[config.mk]
export PLATFORM = sky130hd
export DESIGN_NAME = fetch_stage_flat
export DESIGN_NICKNAME = d
export VERILOG_FILES = /design/src/rtl/mips_pkg.sv /design/src/rtl/fetch_stage_if.sv /design/src/rtl/fetch_stage_ifid_reg.sv /design/src/rtl/fetch_stage.sv /design/src/flat_wrapper.sv
export SDC_FILE = /design/constraint.sdc
export NUM_CORES = 1
export LEC_CHECK = 0
export ABC_CLOCK_PERIOD_IN_PS = 6000
export CAP_MARGIN = 25
export CORE_ASPECT_RATIO = 1.5
export CORE_MARGIN = 2
export CORE_UTILIZATION = 36
export CTS_BUF_LIST = sky130_fd_sc_hd__clkbuf_16
export DETAILED_ROUTE_END_ITERATION = 10
export PLACE_DENSITY = 0.74
export SETUP_SLACK_MARGIN = 0.15
export SYNTH_ARGS = -nofsm -noshare
export SYNTH_HDL_FRONTEND = slang
export SYNTH_SLANG_ARGS = --single-unit
[constraint.sdc]
create_clock -name clk -period 6 [get_ports clk]
set_input_delay 0.6 -clock clk [delete_from_list [all_inputs] [get_ports clk]]
set_output_delay 0.6 -clock clk [all_outputs]
set_load 0.02 [all_outputs]
[src/rtl/mips_pkg.sv]
// Shared MIPS definitions: the opcodes the control decoder cares about, the fetch
// increment and the fetch FSM state encoding.
package mips_pkg;

  localparam logic [5:0]  OP_RTYPE  = 6'b000000;
  localparam logic [5:0]  OP_ADDI   = 6'b001000;
  localparam logic [5:0]  OP_BEQ    = 6'b000100;
  localparam logic [5:0]  OP_J      = 6'b000010;
  localparam logic [5:0]  OP_LW     = 6'b100011;
  localparam logic [5:0]  OP_SW     = 6'b101011;
  localparam logic [31:0] INSTR_NOP = 32'h0;
  localparam int          PC_INC    = 4;

  typedef enum logic [1:0] {
    ST_FETCH = 2'd0,
    ST_WAIT  = 2'd1,
    ST_HOLD  = 2'd2
  } fetch_state_t;

endpackage

[src/rtl/fetch_stage_if.sv]
// Instruction-memory port: one request strobe with address, one read-data return.
interface fetch_stage_if #(
  parameter int PC_W    = 32,
  parameter int INSTR_W = 32
);

  logic               imem_req;
  logic [PC_W-1:0]    imem_addr;
  logic               imem_rvalid;
  logic [INSTR_W-1:0] imem_rdata;

  modport master (output imem_req, imem_addr, input  imem_rvalid, imem_rdata);
  modport slave  (input  imem_req, imem_addr, output imem_rvalid, imem_rdata);

endinterface

[src/rtl/fetch_stage_ifid_reg.sv]
// IF/ID pipeline register plus a one-entry skid buffer that catches a returning
// word while decode is stalled.
module ifid_reg
  import mips_pkg::*;
#(
  parameter int PC_W    = 32,
  parameter int INSTR_W = 32
) (
  input  logic               clk,
  input  logic               rst,
  input  logic               stall,
  input  logic               flush,
  input  logic               load_mem,
  input  logic               write_skid,
  input  logic               load_skid,
  input  logic [INSTR_W-1:0] rdata,
  input  logic [PC_W-1:0]    fetch_pc,
  output logic               ifid_valid,
  output logic [INSTR_W-1:0] ifid_instr,
  output logic [5:0]         ifid_opcode,
  output logic [PC_W-1:0]    ifid_pc,
  output logic [PC_W-1:0]    ifid_pc4
);

  logic               skid_valid;
  logic [INSTR_W-1:0] skid_instr;
  logic [PC_W-1:0]    skid_pc;

  // NOTE: the data fields are reset too; ifid_instr=0 must be visible out of reset,
  // and a single skid entry costs nothing to clear.
  always_ff @(posedge clk or posedge rst) begin
    if (rst) begin
      ifid_valid <= 1'b0;
      ifid_instr <= INSTR_NOP[INSTR_W-1:0];
      ifid_pc    <= '0;
      ifid_pc4   <= '0;
      skid_valid <= 1'b0;
      skid_instr <= '0;
      skid_pc    <= '0;
    end else if (flush) begin
      ifid_valid <= 1'b0;
      skid_valid <= 1'b0;
    end else begin
      if (load_mem) begin
        ifid_valid <= 1'b1;
        ifid_instr <= rdata;
        ifid_pc    <= fetch_pc;
        ifid_pc4   <= fetch_pc + PC_W'(PC_INC);
      end else if (load_skid) begin
        ifid_valid <= 1'b1;
        ifid_instr <= skid_instr;
        ifid_pc    <= skid_pc;
        ifid_pc4   <= skid_pc + PC_W'(PC_INC);
        skid_valid <= 1'b0;
      end else if (!stall) begin
        ifid_valid <= 1'b0;
      end
      if (write_skid) begin
        skid_valid <= 1'b1;
        skid_instr <= rdata;
        skid_pc    <= fetch_pc;
      end
    end
  end

  assign ifid_opcode = ifid_instr[31:26];

  always @(posedge clk) begin
    if (!rst && load_skid)
      assert (skid_valid) else $error("ifid_reg: skid drained while empty");
  end

endmodule

[src/rtl/fetch_stage.sv]
// Instruction-fetch stage: PC, one-outstanding-request fetch FSM and redirect/kill
// handling, feeding the IF/ID register in ifid_reg.
module fetch_stage
  import mips_pkg::*;
#(
  parameter int              PC_W     = 32,
  parameter int              INSTR_W  = 32,
  parameter logic [PC_W-1:0] RESET_PC = '0
) (
  input  logic               clk,
  input  logic               rst,
  fetch_stage_if.master      imem,
  input  logic               stall,
  input  logic               redirect,
  input  logic [PC_W-1:0]    redirect_pc,
  output logic               ifid_valid,
  output logic [INSTR_W-1:0] ifid_instr,
  output logic [5:0]         ifid_opcode,
  output logic [PC_W-1:0]    ifid_pc,
  output logic [PC_W-1:0]    ifid_pc4
);

  fetch_state_t    state, next_state;
  logic [PC_W-1:0] pc, next_pc;
  logic            kill, next_kill;
  logic            load_mem, write_skid, load_skid, flush;
  logic            free;

  assign free = !ifid_valid || !stall;

  // NOTE: state registers use non-blocking assignments so every flop samples
  // the pre-edge values regardless of process ordering.
  always_ff @(posedge clk or posedge rst) begin
    if (rst) begin
      state <= ST_FETCH;
      pc    <= RESET_PC;
      kill  <= 1'b0;
    end else begin
      state <= next_state;
      pc    <= next_pc;
      kill  <= next_kill;
    end
  end

  // NOTE: every output of this block is defaulted first, so no path can infer a latch.
  always_comb begin
    next_state = state;
    next_pc    = pc;
    next_kill  = kill;
    load_mem   = 1'b0;
    write_skid = 1'b0;
    load_skid  = 1'b0;
    flush      = 1'b0;
    if (redirect) begin
      flush   = 1'b1;
      next_pc = redirect_pc;
      if (state == ST_WAIT && !imem.imem_rvalid) begin
        next_state = ST_WAIT;
        next_kill  = 1'b1;
      end else begin
        next_state = ST_FETCH;
        next_kill  = 1'b0;
      end
    end else begin
      unique case (state)
        ST_FETCH: next_state = ST_WAIT;
        ST_WAIT: begin
          if (imem.imem_rvalid) begin
            if (kill) begin
              next_kill  = 1'b0;
              next_state = ST_FETCH;
            end else if (free) begin
              load_mem   = 1'b1;
              next_pc    = pc + PC_W'(PC_INC);
              next_state = ST_FETCH;
            end else begin
              write_skid = 1'b1;
              next_state = ST_HOLD;
            end
          end
        end
        ST_HOLD: begin
          if (!stall) begin
            load_skid  = 1'b1;
            next_pc    = pc + PC_W'(PC_INC);
            next_state = ST_FETCH;
          end
        end
        default: next_state = ST_FETCH;
      endcase
    end
  end

  // A redirect in FETCH withholds the stale request so only one is ever in flight.
  assign imem.imem_req  = !rst && (state == ST_FETCH) && !redirect;
  assign imem.imem_addr = pc;

  ifid_reg #(
    .PC_W    (PC_W),
    .INSTR_W (INSTR_W)
  ) u_ifid_reg (
    .clk         (clk),
    .rst         (rst),
    .stall       (stall),
    .flush       (flush),
    .load_mem    (load_mem),
    .write_skid  (write_skid),
    .load_skid   (load_skid),
    .rdata       (imem.imem_rdata),
    .fetch_pc    (pc),
    .ifid_valid  (ifid_valid),
    .ifid_instr  (ifid_instr),
    .ifid_opcode (ifid_opcode),
    .ifid_pc     (ifid_pc),
    .ifid_pc4    (ifid_pc4)
  );

  always @(posedge clk) begin
    if (!rst && imem.imem_rvalid)
      assert (state == ST_WAIT) else $warning("fetch_stage: imem_rvalid outside WAIT ignored");
  end

endmodule

[src/flat_wrapper.sv]
// flat-port wrapper written by rule: the top's interface ports become plain ports
module fetch_stage_flat import mips_pkg::*;
#(
  parameter int              PC_W     = 32,
  parameter int              INSTR_W  = 32,
  parameter logic [PC_W-1:0] RESET_PC = '0
)
  (clk, rst, stall, redirect, redirect_pc, ifid_valid, ifid_instr, ifid_opcode, ifid_pc, ifid_pc4, imem_imem_req, imem_imem_addr, imem_imem_rvalid, imem_imem_rdata);
  fetch_stage_if #(.PC_W(PC_W), .INSTR_W(INSTR_W)) imem_i ();
  input  logic clk;
  input  logic rst;
  input  logic stall;
  input  logic redirect;
  input  logic [PC_W-1:0] redirect_pc;
  output logic ifid_valid;
  output logic [INSTR_W-1:0] ifid_instr;
  output logic [5:0] ifid_opcode;
  output logic [PC_W-1:0] ifid_pc;
  output logic [PC_W-1:0] ifid_pc4;
  output wire logic [$bits(imem_i.imem_req)-1:0] imem_imem_req;
  output wire logic [$bits(imem_i.imem_addr)-1:0] imem_imem_addr;
  input wire logic [$bits(imem_i.imem_rvalid)-1:0] imem_imem_rvalid;
  input wire logic [$bits(imem_i.imem_rdata)-1:0] imem_imem_rdata;
  assign imem_imem_req = imem_i.imem_req;
  assign imem_imem_addr = imem_i.imem_addr;
  assign imem_i.imem_rvalid = imem_imem_rvalid;
  assign imem_i.imem_rdata = imem_imem_rdata;
  fetch_stage #(.PC_W(PC_W), .INSTR_W(INSTR_W), .RESET_PC(RESET_PC)) u_core (.clk(clk), .rst(rst), .imem(imem_i), .stall(stall), .redirect(redirect), .redirect_pc(redirect_pc), .ifid_valid(ifid_valid), .ifid_instr(ifid_instr), .ifid_opcode(ifid_opcode), .ifid_pc(ifid_pc), .ifid_pc4(ifid_pc4));
endmodule
==> metrics.txt, run 1 <==
drt total wl=27600 um; EDFF count, synth=0; Clk pwr share=0.235; reg2reg setup slack=between 3 and 4 ns; fmax=377 MHz; Crit Path Max Fanout=42; predominant post-synthesis flop cell=dfrtp_1; status=finished, final reports clean; hold buffer count at cts=0; Via density=5.44; GRT overflow=0; post-synthesis cell area=9430 um2; xor/xnor cell area share of the yosys netlist=0.0659; Final Skew=0.0135 ns; Critical Path Stages=6; Rel. slew slack=0.371; Leak=5.17 nW; RR Startpoint=u_core.imem.imem_addr[2]; I/O pins=approximately 210; FP Rows=72; setup TNS=0 ns; vias in the first global route=7908; CP bufs+invs=2; final hold violations=0; initial antenna violation count=1; family with the most delay on the worst path=buffers and inverters; yosys warns=0; r2r endpoint=u_core.u_ifid_reg.ifid_pc4[20]; Reg clk slew, reported paths=around 0.08 ns; clock period minus worst slack=2.66 ns; commonest non-fill, non-tap cell in the layout=clkdlybuf4s50_1; fraction of registers with async set/reset=1.00; Worst Setup Start Kind=primary input; Resized cells post-CTS=0; Reg2Reg Depth=6; final slew viol count=0; die height=202 um; Seq pwr share=0.425; Syn Nets=986; Yosys cell types=56; starting density of the core=0.366; total number of vias=7726; Final nets=1145; worst min path class=primary input to asynchronous set/reset pin; switching share of power=0.354; P_int=3.04 mW; Synth area leader=dfrtp_1; Die Width=136 um; number of buffers created by CTS=17; CTS tree=done; layout cells sized above 1=0.116; H-tree depth reported by CTS=4; PnR Total Power=4.72 mW; simple-gate share of the synthesized area=0.172; Sink Count=between 150 and 200; Seq/Total Area, Yosys=0.515; largest family of logic cells by synthesized area=simple AND/OR/NAND/NOR gates; RSZ-0062 raised after global routing=no; Critical Path RT=6.36 ns; dpl hpwl=between 15000 and 20000 um; WL/cell=19.4 um; gpl congestion=0.859; Compound-Gate Fraction of Synth Area=0.117; dpl cells=roughly 1400; iteration count of the initial detailed-routing pass=5; Logic pwr share=0.341; Worst VDD drop=0.221 mV; PwrDens=around 390 nW/um2; P_sw=~1.7 mW; core area=25800 um2; Max Cap Viol=0; die area=27500 um2; Final setup viols=0; mux cell area share after synthesis=0.0816; share of the synthesized area in the top cell type=0.515; DRC viols=0; CP peak stage delay=approximately 0.56 ns; GRT Total Usage=0.205; largest net degree at the start of global routing=100; slowest cell on the critical path=buf_4; Clk Latency, worst-skew pair=0.45 ns; Area Growth Syn to Fin=29.8%; Longest Clk Path Bufs=2; most frequent cells in the layout=clkdlybuf4s50_1, nand2_1, dfrtp_1, a22oi_1, mux2_2; CP Launch Point=stall; Synth Area in Adders=0.00265; Crit. End Element=register; mean post-synth cell area=10.3 um2; Gate Count Post-Synth=915; Crit Path Category=primary input to register; Worst EP arrival=3.02 ns; Layout Cells excl Fill=1421; worst slew pin tran=approximately 0.93 ns; Area contributors post-synth=dfrtp_1, nand2_1, mux2_2, a22oi_1, xnor2_1; cells along the critical path=clkdlybuf4s50_1 > or3b_1 > nor2_4 > buf_4 > o21ai_0 > o22ai_1; flops & latches, synth=194; CTS root buffer=clkbuf_16; Setup Fix Bufs, Post-CTS=0; Tcrit/Tclk final=0.443; input/output buffers=204; DR iter-0 viols=545; Post-DRT Antenna Nets=0; first-pass GRT wire length=around 44000 um
-- metal layers --
layer	up-vias	wire (um)	GRT usage
li1	3558	-	-
met1	3822	10800	0.247
met2	288	13900	0.340
met3	58	1800	0.0497
met4	0	1080	0.101
met5	-	0	0
-- worst reg2reg max path, delay by kind of cell (launching register included) --
| family | cells | cell delay, ns |
|---|---|---|
| AO/OA/AOI/OAI | 1 | 0.30 |
| XOR/XNOR | 1 | 0.15 |
| adder cells (fa/ha/maj) | 1 | 0.27 |
| flip-flops | 1 | 0.52 |
| AND/OR/NAND/NOR | 3 | 1.24 |
-- per-stage QoR --
step / hold slack (ns) / worst slack, ns / area, um2 / utilization
global route: 0.490 / 3.22 / 12200 / 0.475
detailed placement: 0.461 / 2.54 / 11600 / 0.451
floorplan: 0.470 / 2.90 / 9430 / -
finish: 0.466 / 3.34 / 12200 / 0.475
global placement: 0.462 / 2.62 / 11600 / 0.450
CTS: 0.460 / 3.01 / 12200 / 0.473
-- kinds of logic after synthesis --
group,count (synthesis)
and+or+nand+nor,333
DFF,194
AOI/OAI and AO/OA,160
buffers and inverters,86
xor gates and xnor gates,71
muxes,69
adders and majority gates,2
-- synth_stat cells (all sizes together) (6+ instances only) --
library cell  count
and3             11
a221o            10
nand3            24
dfrtp           194
and4              9
inv               8
nor3             14
nor4             23
nand4            17
xor2             35
mux2             63
o21ai            45
clkbuf           33
xnor2            36
a22oi            64
mux2i             6
nor2             19
nand2           197
a21oi             9
buf              45
o221ai            8
-- sequential cells by signal, indices dropped and copies added (netlist names) --
| signal | cells |
|---|---|
| u_core.state | 2 |
| u_core.u_ifid_reg.skid_pc | 32 |
| u_core.u_ifid_reg.ifid_pc | 32 |
| u_core.u_ifid_reg.ifid_valid | 1 |
| u_core.u_ifid_reg.ifid_instr | 32 |
| u_core.u_ifid_reg.ifid_pc4 | 30 |
| u_core.imem.imem_addr | 32 |
| u_core.u_ifid_reg.skid_instr | 32 |
| u_core.kill | 1 |
-- area by class of cell --
type | count | area [um2]
Fill cell | 2470 | 13500
Sequential cell | 194 | 4850
Multi-Input combinational cell | 635 | 4170
Timing Repair Buffer | 218 | 2200
Clock buffer | 17 | 425
Tap cell | 333 | 417
Clock inverter | 15 | 135
Inverter | 8 | 33.8
Antenna cell | 1 | 2.50
-- worst max path at each step --
| stage | endpoint | slack [ns] |
|---|---|---|
| after floorplan | u_core.imem.imem_addr[0] | 2.90 |
| final | u_core.u_ifid_reg.ifid_pc4[18] | 3.34 |
| after global placement | u_core.u_ifid_reg.skid_pc[22] | 2.62 |
| after detailed placement | u_core.u_ifid_reg.skid_pc[3] | 2.54 |
| after global routing | u_core.u_ifid_reg.ifid_pc4[18] | 3.22 |
| after CTS | u_core.u_ifid_reg.skid_pc[3] | 3.01 |
-- power groups by stage --
stage	combinational, mW	clock [mW]	sequential, mW
2_1_floorplan	0.541	0	2.26
3_3_place_gp	1.59	0	2.01
3_5_place_dp	1.62	0	2.02
4_1_cts	1.63	1.13	2.00
5_1_grt	1.72	1.18	2.05
6_report	1.61	1.11	2.00
Power figures use the tool's default switching activity.
==> run 2, diff against run 1 <==
ABC_CLOCK_PERIOD_IN_PS = 2400   (was 6000)
clock period = 2.4 ns   (was 6 ns; I/O delays follow)
==> run 2 against run 1 <==
Sequential power up 150%. Sequential share of layout area down 1.1 points. Combinational power rose to 2.6 times the previous value. Utilization up 1.4 points. Non-clock buffer count up 43. Hold slack worse by 0.36 ns. Clock power up 140%. Sequential cell count unchanged. Final cell count up 3.0%. Count of clock-buffer cells in the layout unchanged. Via count up 2.1%. Critical endpoint is now u_core.u_ifid_reg.ifid_pc4[16]. Largest cell class unchanged.
==> metrics.txt, run 2 (synthesis gave the netlist of run 1 again) <==
layout cells sized above 1=0.152 (+0.0363); Rel. slew slack=0.547 (+0.176); final hold violations=0 (unchanged); Worst VDD drop=0.515 mV (+130%); FP Rows=72 (unchanged); fmax=467 MHz; Worst Setup Start Kind=register; GR Layer Usage met1=0.252 (+0.00526); Final setup viols=0 (unchanged); Sink Count=194 (unchanged); DR iter-0 viols=641 (+18%); RSZ-0062 raised after global routing=no; Worst EP arrival=2.48 ns (-0.54 ns); fin util=0.489 (+0.0139); total number of vias=7888 (+2.1%); dpl cells=1431 (+3.2%); die height=202 um (unchanged); setup TNS=0 ns (unchanged); Critical Path RT=2.74 ns (-3.62 ns); most frequent cells in the layout=clkdlybuf4s50_1, nand2_1, dfrtp_1, a22oi_1, mux2_2; CTS root buffer=clkbuf_16; DRC viols=0 (unchanged); initial antenna violation count=1 (unchanged); GRT Total Usage=0.211 (+0.00586); vias in the first global route=8084 (+2.2%); DP Worst Slack=0.116 ns (-2.42 ns); met2 Use GR=0.357 (+0.0170); core area=25800 um2 (unchanged); I/O pins=205 (unchanged); GRT overflow=0 (unchanged); worst slew pin tran=0.679 ns (-0.255 ns); CTS tree=done; grt peak-use layer=met2; starting density of the core=0.366 (unchanged); Leak=5.41 nW (+4.7%); WL/cell=19.2 um (-1.0%); H-tree depth reported by CTS=4 (unchanged); commonest non-fill, non-tap cell in the layout=clkdlybuf4s50_1; largest net degree at the start of global routing=82 (-18%); Tcrit/Tclk final=0.893; dpl hpwl=20100 um (+5.9%); Crit Path Max Fanout=12 (-71%); hold_ws=0.111 ns (-0.355 ns); drt total wl=28200 um (+2.0%); Via density=5.39 (-0.90%); final slew viol count=0 (unchanged); filler cell count=2416 (-2.2%); clock period minus worst slack=2.14 ns; Reg clk slew, reported paths=0.08 ns (about the same); M3 GR Usage=0.0507 (+0.00100); input/output buffers=204 (unchanged); worst min path class=primary input to asynchronous set/reset pin; die area=27500 um2 (unchanged); Post-DRT Antenna Nets=0 (unchanged); gpl congestion=0.892 (+3.9%); iteration count of the initial detailed-routing pass=5 (unchanged); Longest Clk Path Bufs=2 (unchanged); status=finished, final reports clean; Final Skew=0.0159 ns (+0.00236 ns); Final nets=1188 (+3.8%); Clk Latency, worst-skew pair=0.45 ns (about the same); Area Growth Syn to Fin=33.6%; Crit Path Category=register to register; final worst slack=0.257 ns (-3.09 ns); Die Width=136 um (unchanged); Max Cap Viol=0 (unchanged); Layout Cells excl Fill=1464 (+3.0%); number of buffers created by CTS=17 (unchanged); first-pass GRT wire length=45000 um (+2.8%); Crit. End Element=register; PwrDens=937 nW/um2 (+140%)
[run 2: worst paths after layout]
kind | start | cells past startpoint | end | slack [ns]
worst min register to register | u_core.u_ifid_reg.ifid_instr[3] | 2 | u_core.u_ifid_reg.ifid_instr[3] | 0.47
worst min-delay path | rst | 2 | u_core.u_ifid_reg.ifid_valid | 0.11
worst max register to register | u_core.u_ifid_reg.skid_pc[6] | 6 | u_core.u_ifid_reg.ifid_pc4[16] | 0.26
worst max-delay path | u_core.u_ifid_reg.skid_pc[6] | 6 | u_core.u_ifid_reg.ifid_pc4[16] | 0.26
max in group asynchronous | rst | 3 | u_core.imem.imem_addr[3] | 1.37
min in group clk | redirect | 2 | u_core.imem.imem_addr[29] | 0.24
[run 2: timing repair]
| item | in CTS | in global routing |
|---|---|---|
| buffers inserted | 0 | 0 |
| setup endpoints to repair | 0 | 6 |
| hold buffers | 0 | 0 |
| resized for setup | 0 | 4 |
[run 2: power breakdown]
part	switching (mW)	internal, mW	total (mW)
clock	1.35	1.36	2.71
combinational	2.12	2.05	4.17
sequential	0.728	4.19	4.92
total	4.20	7.60	11.8
[run 2: final cells by class]
type	count	area, um2	area share
Antenna cell	1	2.50	0.000199
Clock buffer	17	425	0.0338
Clock inverter	15	123	0.00973
Inverter	8	33.8	0.00268
Multi-Input combinational cell	635	4180	0.332
Sequential cell	194	4860	0.386
Tap cell	333	417	0.0331
Timing Repair Buffer	261	2550	0.203
[run 2: critical path: stages, from the launching register on]
cell     delay (ns)
dfrtp_1        0.45
and4_1         0.41
nand3_2        0.33
buf_4          0.27
nor2_1         0.18
xor2_1         0.09
a221o_1        0.30
[run 2: stage by stage]
stage	total power, mW	instance area (um2)
2_1_floorplan	7.00	9430
3_3_place_gp	9.09	12000
3_5_place_dp	9.18	12000
5_1_grt	12.4	12600
4_1_cts	11.9	12600
6_report	11.8	12600
[run 2: metal layers]
| metal | wire, um | part of all wire | vias to the layer above |
|---|---|---|---|
| met3 | 1760 | 0.062 | 57 |
| li1 | - | - | 3634 |
| met2 | 14400 | 0.51 | 268 |
| met4 | 938 | 0.033 | 0 |
| met5 | 0 | 0 | - |
| met1 | 11000 | 0.39 | 3929 |
==> run 3, diff against run 2 <==
==> constraint.sdc (replaced) <==
create_clock -name clk -period 2.4 [get_ports clk]
set_input_delay 0.48 -clock clk [delete_from_list [all_inputs] [get_ports clk]]
set_output_delay 0.48 -clock clk [all_outputs]
set_load 0.02 [all_outputs]
==> run 3 against run 2 <==
Utilization is 0.55 points higher. Clock power down 1%. Count of clock-buffer cells in the layout unchanged. Critical path depth is 5 lower. Final cell count increased by 0.75%. Clock skew about the same. Sequential power about the same. Global-route usage fell by 0.053 points. Non-clock buffer count rose by 12. Hold slack improved by 0.24 ns. Critical endpoint is now imem_imem_addr[29]. Largest cell class unchanged.
==> metrics.txt, run 3 (synthesis gave the netlist of run 1 again) <==
largest net degree at the start of global routing=92 (+12%); Rel. slew slack=0.666 (+0.119); number of buffers created by CTS=17 (unchanged); Area Growth Syn to Fin=35.1%; cells along the critical path=clkdlybuf4s50_1; Max Cap Viol=0 (unchanged); family with the most delay on the worst path=buffers and inverters; die area=27500 um2 (unchanged); slowest cell on the critical path=clkdlybuf4s50_1; GRT overflow=0 (unchanged); Tcrit/Tclk final=0.908 (+0.0156); worst min path class=primary input to asynchronous set/reset pin; RR Startpoint=u_core.u_ifid_reg.skid_pc[4]; Crit Path Max Fanout=8 (-4); initial antenna violation count=1 (unchanged); PwrDens=926 nW/um2 (-1.1%); Die Width=136 um (unchanged); CP bufs+invs=1 (unchanged); PnR Total Power=11.8 mW (about the same); CP peak stage delay=0.71 ns (+0.26 ns); starting density of the core=0.366 (unchanged); Worst VDD drop=0.520 mV (+1.0%); Final setup viols=0 (unchanged); total number of vias=7912 (+0.30%); core area=25800 um2 (unchanged); r2r endpoint=u_core.u_ifid_reg.ifid_pc4[27]; input/output buffers=204 (unchanged); FP Rows=72 (unchanged); vias in the first global route=8183 (+1.2%); most frequent cells in the layout=clkdlybuf4s50_1, nand2_1, dfrtp_1, a22oi_1, mux2_2; CTS tree=done; layout cells sized above 1=0.159 (+0.00716); first-pass GRT wire length=45200 um (+0.44%); reg2reg setup slack=0.25 ns (about the same); Reg2Reg Depth=6 (unchanged); Final Skew=0.0161 ns (+0.000233 ns); dpl hpwl=20200 um (+0.55%); DR iter-0 viols=517 (-19%); H-tree depth reported by CTS=4 (unchanged); Longest Clk Path Bufs=2 (unchanged); die height=202 um (unchanged); Worst EP arrival=1.70 ns (-0.78 ns); DP Worst Slack=-0.0190 ns (-0.135 ns); Setup Fix Bufs, Post-CTS=0 (unchanged); status=finished, final reports clean; gpl congestion=0.854 (-4.3%); iteration count of the initial detailed-routing pass=5 (unchanged); clock period minus worst slack=2.18 ns (+0.0375 ns); Sink Count=194 (unchanged); hold_ws=0.347 ns (+0.236 ns); final hold violations=0 (unchanged); Clk Latency, worst-skew pair=0.44 ns (about the same); setup TNS=0 ns (unchanged); I/O pins=205 (unchanged); Post-DRT Antenna Nets=0 (unchanged); GRT Total Usage=0.210 (-0.000533); RSZ-0062 raised after global routing=no; drt total wl=28400 um (+0.80%); WL/cell=19.2 um (about the same); Critical Path RT=1.92 ns (-0.82 ns); Leak=5.46 nW (+0.83%); Crit Path Category=register to output port; Reg clk slew, reported paths=0.08 ns (about the same); commonest non-fill, non-tap cell in the layout=clkdlybuf4s50_1; CTS root buffer=clkbuf_16; DRC viols=0 (unchanged); antenna cells=0 (-1); final worst slack=0.220 ns (-0.0375 ns); fmax=459 MHz (-1.7%); Via density=5.36 (-0.44%); Crit. End Element=output port; hold buffer count at cts=0 (unchanged); Worst Setup Start Kind=register; final slew viol count=0 (unchanged); Final nets=1200 (+1.0%); worst slew pin tran=0.500 ns (-0.179 ns)
==> run 3: cell types whose count changed in the layout (fill, tap and decap cells not counted), sizes merged <==
cell and change:
buf +12, clkinv +2, diode -1, dlygate4sd2 +1, dlymetal6s2s -1, inv -2
==> run 3: worst max-delay path by stage <==
stage | start | to | slack, ns | cells after the start
finish | u_core.imem.imem_addr[29] | imem_imem_addr[29] | 0.22 | 1
global route | u_core.u_ifid_reg.skid_pc[4] | u_core.u_ifid_reg.ifid_pc4[27] | 0.16 | 6
CTS | u_core.imem.imem_addr[16] | imem_imem_addr[16] | 0.22 | 1
detailed placement | stall | u_core.imem.imem_addr[29] | -0.02 | 7
global placement | stall | u_core.imem.imem_addr[29] | 0.04 | 7
floorplan | rst | u_core.imem.imem_addr[0] | -0.58 | 1
==> run 3: report_power, final <==
| part | internal (mW) | total (mW) | leakage (nW) | switching (mW) |
|---|---|---|---|---|
| Sequential | 4.19 | 4.95 | 2.48 | 0.755 |
| Clock | 1.34 | 2.67 | 0.263 | 1.33 |
| Combinational | 2.07 | 4.18 | 2.72 | 2.11 |
==> run 3: final cells by class <==
class | instances | area [um2]
tap | 333 | 417
multi-input combinational | 635 | 4180
fill | 2424 | 13000
clock inverter | 15 | 109
inverter | 8 | 33.8
timing repair buffer | 273 | 2720
sequential | 194 | 4850
clock buffer | 17 | 425
==> run 3: per-layer routing <==
| layer | track usage | part of all wire |
|---|---|---|
| met5 | 0 | 0.00056 |
| met4 | 0.0781 | 0.028 |
| met3 | 0.0502 | 0.060 |
| met2 | 0.362 | 0.52 |
| met1 | 0.253 | 0.39 |
==> run 3: per-stage QoR <==
stage,instance area (um2),utilization,cells
2_1_floorplan,9430,-,915
3_3_place_gp,12200,0.473,1443
3_5_place_dp,12200,0.473,1443
4_1_cts,12700,0.494,1475
5_1_grt,12700,0.494,1475
6_report,12700,0.494,1475
==> run 3: what timing repair did <==
action                                 in CTS  in global routing
endpoints found under the hold margin       0                  0
cloned                                      0                  0
setup endpoints to repair                   1                  3
gates resized for setup                     1                  2
pin swaps                                   0                  0
